--- src/rtl/bus_arbiter_pkg.sv ---
// Shared arbiter definitions: FSM encoding, counter widths, master limit, index encoder.
// No logic of its own, so no latency.
// No flow control; imported by bus_arbiter and rr_select.
package bus_arbiter_pkg;

    localparam int MAX_MASTERS = 8;
    localparam int IDX_W       = 3;
    localparam int TO_CNT_W    = 8;
    localparam int WD_CNT_W    = 10;

    typedef enum logic [1:0] {
        ST_IDLE    = 2'd0,
        ST_GRANTED = 2'd1,
        ST_BUSY    = 2'd2,
        ST_RELEASE = 2'd3
    } arb_state_t;

    // Encode a one-hot (or zero) vector to its bit index; zero maps to 0.
    function automatic logic [IDX_W-1:0] onehot_to_idx(input logic [MAX_MASTERS-1:0] oh);
        logic [IDX_W-1:0] idx;
        idx = '0;
        for (int i = 0; i < MAX_MASTERS; i++) begin
            if (oh[i]) begin
                idx = IDX_W'(i);
            end
        end
        return idx;
    endfunction

endpackage

--- src/rtl/bus_arbiter_rr_select.sv ---
// Round-robin pick: first requester at or after the pointer, wrapping to index 0.
// Purely combinational, zero latency.
// No backpressure; o_valid is low when nothing is requesting.
module rr_select
    import bus_arbiter_pkg::*;
#(
    parameter int NUM_MASTERS = 4
) (
    input  logic [NUM_MASTERS-1:0] i_request,
    input  logic [IDX_W-1:0]       i_rr_ptr,
    output logic [NUM_MASTERS-1:0] o_winner,
    output logic                   o_valid
);

    // Two passes: indices from the pointer upwards, then the wrapped low indices.
    always_comb begin
        o_winner = '0;
        o_valid  = 1'b0;
        for (int i = 0; i < NUM_MASTERS; i++) begin
            if (!o_valid && i_request[i] && (i >= int'(i_rr_ptr))) begin
                o_winner[i] = 1'b1;
                o_valid     = 1'b1;
            end
        end
        for (int i = 0; i < NUM_MASTERS; i++) begin
            if (!o_valid && i_request[i]) begin
                o_winner[i] = 1'b1;
                o_valid     = 1'b1;
            end
        end
    end

endmodule

--- src/rtl/bus_arbiter.sv ---
// Round-robin bus arbiter with start timeout; optional BUSY watchdog under ARBITER_WATCHDOG_EN.
// Grant registered one cycle after request seen in IDLE; one RELEASE cycle between grants.
// No backpressure: masters hold request level, bus strobes are single-cycle and sampled in-state.
module bus_arbiter
    import bus_arbiter_pkg::*;
#(
    parameter int NUM_MASTERS     = 4,
    parameter int START_TIMEOUT   = 15,
    parameter int WATCHDOG_CYCLES = 1023
) (
    input  logic                   system_clock,
    input  logic                   system_reset,
    input  logic [NUM_MASTERS-1:0] request,
    output logic [NUM_MASTERS-1:0] granted,
    input  logic                   begin_transactionIN,
    input  logic                   end_transactionIN,
    input  logic                   errorIN,
    output logic                   end_transactionOUT,
    output logic                   errorOUT,
    output logic [2:0]             active_master,
    output logic                   bus_idle
);

    localparam logic [TO_CNT_W-1:0] TO_LAST = TO_CNT_W'(START_TIMEOUT - 1);

    arb_state_t              r_state;
    arb_state_t              w_state_nxt;
    logic [NUM_MASTERS-1:0]  r_granted;
    logic [NUM_MASTERS-1:0]  w_granted_nxt;
    logic [IDX_W-1:0]        r_rr_ptr;
    logic [IDX_W-1:0]        w_rr_ptr_nxt;
    logic [TO_CNT_W-1:0]     r_to_cnt;
    logic [TO_CNT_W-1:0]     w_to_cnt_nxt;
    logic [NUM_MASTERS-1:0]  w_sel_onehot;
    logic                    w_sel_vld;
    logic [IDX_W-1:0]        w_win_idx;
    logic                    w_req_held;
    logic                    w_wd_expire;

    rr_select #(
        .NUM_MASTERS (NUM_MASTERS)
    ) u_rr_select (
        .i_request (request),
        .i_rr_ptr  (r_rr_ptr),
        .o_winner  (w_sel_onehot),
        .o_valid   (w_sel_vld)
    );

    assign w_win_idx  = onehot_to_idx(MAX_MASTERS'(w_sel_onehot));
    assign w_req_held = |(request & r_granted);

`ifdef ARBITER_WATCHDOG_EN
    logic [WD_CNT_W-1:0] r_wd_cnt;
    logic                r_wd_pulse;

    assign w_wd_expire = (r_state == ST_BUSY) &&
                         (r_wd_cnt == WD_CNT_W'(WATCHDOG_CYCLES - 1));

    // Count BUSY cycles; the forced strobes line up with the RELEASE cycle.
    always_ff @(posedge system_clock) begin
        if (system_reset) begin
            r_wd_cnt   <= '0;
            r_wd_pulse <= 1'b0;
        end else begin
            r_wd_pulse <= w_wd_expire;
            if ((r_state == ST_BUSY) && !w_wd_expire) begin
                r_wd_cnt <= r_wd_cnt + 1'b1;
            end else begin
                r_wd_cnt <= '0;
            end
        end
    end

    assign end_transactionOUT = r_wd_pulse;
    assign errorOUT           = r_wd_pulse;
`else
    assign w_wd_expire        = 1'b0;
    assign end_transactionOUT = 1'b0;
    assign errorOUT           = 1'b0;
`endif

    // Next-state, grant vector, round-robin pointer and start-timeout counter.
    always_comb begin
        w_state_nxt   = r_state;
        w_granted_nxt = r_granted;
        w_rr_ptr_nxt  = r_rr_ptr;
        w_to_cnt_nxt  = r_to_cnt;
        case (r_state)
            ST_IDLE: begin
                if (w_sel_vld) begin
                    w_state_nxt   = ST_GRANTED;
                    w_granted_nxt = w_sel_onehot;
                    w_rr_ptr_nxt  = (w_win_idx == IDX_W'(NUM_MASTERS - 1)) ? '0 : w_win_idx + 1'b1;
                    w_to_cnt_nxt  = '0;
                end
            end
            ST_GRANTED: begin
                // begin wins over a simultaneous request drop; begin+end is a zero-length transfer
                if (begin_transactionIN && end_transactionIN) begin
                    w_state_nxt   = ST_RELEASE;
                    w_granted_nxt = '0;
                end else if (begin_transactionIN) begin
                    w_state_nxt = ST_BUSY;
                end else if (!w_req_held || (r_to_cnt >= TO_LAST)) begin
                    w_state_nxt   = ST_RELEASE;
                    w_granted_nxt = '0;
                end else if (r_to_cnt != '1) begin
                    w_to_cnt_nxt = r_to_cnt + 1'b1;
                end
            end
            ST_BUSY: begin
                if (end_transactionIN || errorIN || w_wd_expire) begin
                    w_state_nxt   = ST_RELEASE;
                    w_granted_nxt = '0;
                end
            end
            ST_RELEASE: begin
                w_state_nxt = ST_IDLE;
            end
            default: begin
                w_state_nxt   = ST_IDLE;
                w_granted_nxt = '0;
            end
        endcase
    end

    // State and datapath registers; reset drops the grant with no forced strobe.
    always_ff @(posedge system_clock) begin
        if (system_reset) begin
            r_state   <= ST_IDLE;
            r_granted <= '0;
            r_rr_ptr  <= '0;
            r_to_cnt  <= '0;
        end else begin
            r_state   <= w_state_nxt;
            r_granted <= w_granted_nxt;
            r_rr_ptr  <= w_rr_ptr_nxt;
            r_to_cnt  <= w_to_cnt_nxt;
        end
    end

    assign granted       = r_granted;
    assign active_master = onehot_to_idx(MAX_MASTERS'(r_granted));
    assign bus_idle      = (r_state == ST_IDLE);

endmodule

--- config.mk ---
export PLATFORM = sky130hd
export DESIGN_NAME = bus_arbiter
export DESIGN_NICKNAME = d
export VERILOG_FILES = /design/src/rtl/bus_arbiter_pkg.sv /design/src/rtl/bus_arbiter_rr_select.sv /design/src/rtl/bus_arbiter.sv
export SDC_FILE = /design/constraint.sdc
export NUM_CORES = 1
export LEC_CHECK = 0
export CORE_UTILIZATION = 55
export CTS_CLUSTER_SIZE = 25
export DETAILED_ROUTE_END_ITERATION = 12
export HOLD_SLACK_MARGIN = 0.05
export MAX_ROUTING_LAYER = met4
export PLACE_DENSITY = 0.86
export REMOVE_ABC_BUFFERS = 1
export SETUP_SLACK_MARGIN = 0.02
export SYNTH_ARGS = -nofsm -noshare
export SYNTH_HDL_FRONTEND = slang
export SYNTH_SLANG_ARGS = --single-unit
--- constraint.sdc ---
create_clock -name system_clock -period 2.7 [get_ports system_clock]
set_input_delay 0.675 -clock system_clock [delete_from_list [all_inputs] [get_ports system_clock]]
set_output_delay 0.675 -clock system_clock [all_outputs]
set_load 0.02 [all_outputs]
==> impl_metrics.ini <==
[run_status]
status = finished, final reports clean

[clock_tree]
clkSinkCount = 16
htree_levels = 1
cts_resized = 0
cts_root_buffer = clkbuf_4
clkTransAtPathRegs_ps = 80
cts_buffers = 3
cts_setup_buffers = 0
clockBufferDepth = 2
hold_buffers = 0
clkLatencyLatePin_ps = 280
tritoncts = yes

[floorplanning]
row_count = 15
die_width_um = 45.3
fp.dieArea_um2 = 2050
die_h_um = 45.3
io_pins = 19
initial_utilization_pct = 59.0
core_um2 = 1750

[synthesis]
syn_inst = 115
muxShareOfSynthArea_pct = 5.83
synth_cell_types = 45
synthFlopType = dfxtp_1
ys_seq_area_share_pct = 31.1
ys_async_sr_fraction_pct = 0
synth_top_family_by_area = compound AO/OA/AOI/OAI gates
synth_fa_ha_area_share_pct = 6.08
synth_edf_count = 0
synthXorXnorAreaFrac_pct = 0.851
synth_seq_cells = 16
synth-simple-area-share_pct = 20.3
avgSynthCellArea_um2 = 8.95
synth_compound_area_share_pct = 28.1
yosys_warnings = 0
synth_area_um2 = 1030

[sta]
hold_viol = 0
final.setup.worst_slack_ps = 330
fin_crit_ps = 2370
slew_viol_final = 0
timing.final.crit_share_pct = 87.8
finalSetupViolCount = 0
max_freq_mhz = 422
rsz0062_at_grt = false
hold-worst-slack_ps = 472
tns_ps = 0
skew_ps = 0.891

[cells_and_area]
most-common-layout-cells = dfxtp_1 (16), clkdlybuf4s50_1 (15), nor2_1 (10)
stdcell_count = 155
final_layout_size_suffix_gt1_share_pct = 13.8
area_growth_pct = 17.1
fin_area_um2 = 1210
layout_commonest_cell = dfxtp_1
fill_cells = 157
n_antenna_cell = 0
fin_nets = 146

[setup_path]
criticalPathCategory = reg2out
start_kind = flop
endpoint_kind = primary output
arrival_ps = 1690
cp_max_fo = 7
required_ps = 2030

[place]
dp_slack_ps = 131
hpwl_mm = 1.68
place_inst = 152
placed_area_um2 = 1180
gp_routability_congestion = 0.899
portBuffers = 15

[global_route]
grt_pass1_wl_mm = 3.44
grt.busiest_layer = met2
met3_usage_pct = 6.00
grt_overflow_total = 0
antenna_found_initial = 0
met1_usage_pct = 30.4
grt_usage_pct = 24.5
grt_pass1_vias = 776
grt_start_max_net_pins = 13
use_met2_pct = 39.1

[routing]
dr.pass1.iters = 4
drt-total-wl_mm = 2.11
route.detailed.drc = 0
drt_iter0_drc = 19
antenna_left = 0
avgViaCountPerCell = 5.80
num_vias = 899
wl_per_cell_um = 13.6

[pwr]
p_leak_nw = 0.470
powerDensity_nw_per_um2 = 967
ir_drop_mv = 0.594

[job]
maxCapViolations = 0

[min_path]
hp-class = reg2reg
## critical path, cell delays in order, from the launching register on
cell and delay, ps:
dfxtp_1 330, inv_1 100, ha_1 330, clkdlybuf4s50_1 660
## metal layers
layer / vias to the layer above / wire, µm
met1: 410 / 970
met2: 34 / 1010
met5: - / 0
met3: 4 / 97
met4: 0 / 30
li1: 451 / -
## synth_stat cells (3+ instances only)
cell	instances	area, µm²
nand2b_1	3	18.8
nand2_1	5	18.8
nor2_1	10	37.5
nor3_1	3	15.0
mux2i_1	3	30.0
nand3_1	4	20.0
inv_1	9	33.8
buf_4	3	22.5
ha_1	5	62.6
o21ai_0	3	15.0
dfxtp_1	16	320
a21oi_1	9	45.0
## power breakdown
| part | total, mW | switching [mW] | internal [mW] |
|---|---|---|---|
| clock | 0.116 | 0.0642 | 0.0517 |
| combinational | 0.691 | 0.381 | 0.310 |
| sequential | 0.359 | 0.0673 | 0.292 |
| total | 1.17 | 0.513 | 0.654 |
## final timing paths
kind                                   from           to  slack [ps]  depth (start not counted)
worst min-delay path            r_to_cnt[3]  r_to_cnt[3]         470                          2
worst max register to register   r_state[0]   granted[3]         940                          6
worst max-delay path             r_state[0]     bus_idle         330                          3
worst min register to register  r_to_cnt[3]  r_to_cnt[3]         470                          2
## layout make-up
type                    count  area, µm²  area share [%]
multi-input cells          86        641            53.1
flip-flops and latches     16        320            26.6
repair buffers             16        158            13.1
inverters                   9       33.8            2.80
well taps                  25       31.3            2.59
clock buffers               3       22.5            1.87
## kinds of logic after synthesis
group	count (synthesis)
and+or+nand+nor	38
xor gates and xnor gates	1
DFF	16
AOI/OAI and AO/OA	34
adders and majority gates	5
other	1
muxes	5
buffers and inverters	15
## metrics by stage
| step | power, mW | utilization (%) |
|---|---|---|
| floorplan | 0.867 | - |
| global placement | 1.03 | 67.8 |
| detailed placement | 1.06 | 67.8 |
| CTS | 1.17 | 69.1 |
| global route | 1.25 | 69.1 |
| finish | 1.17 | 69.1 |
## sequential cells by signal, summed over array words and instances (netlist names)
| register | flops |
|---|---|
| r_rr_ptr | 2 |
| r_to_cnt | 8 |
| granted | 4 |
| r_state | 2 |
(Power assumes the default switching activity.)
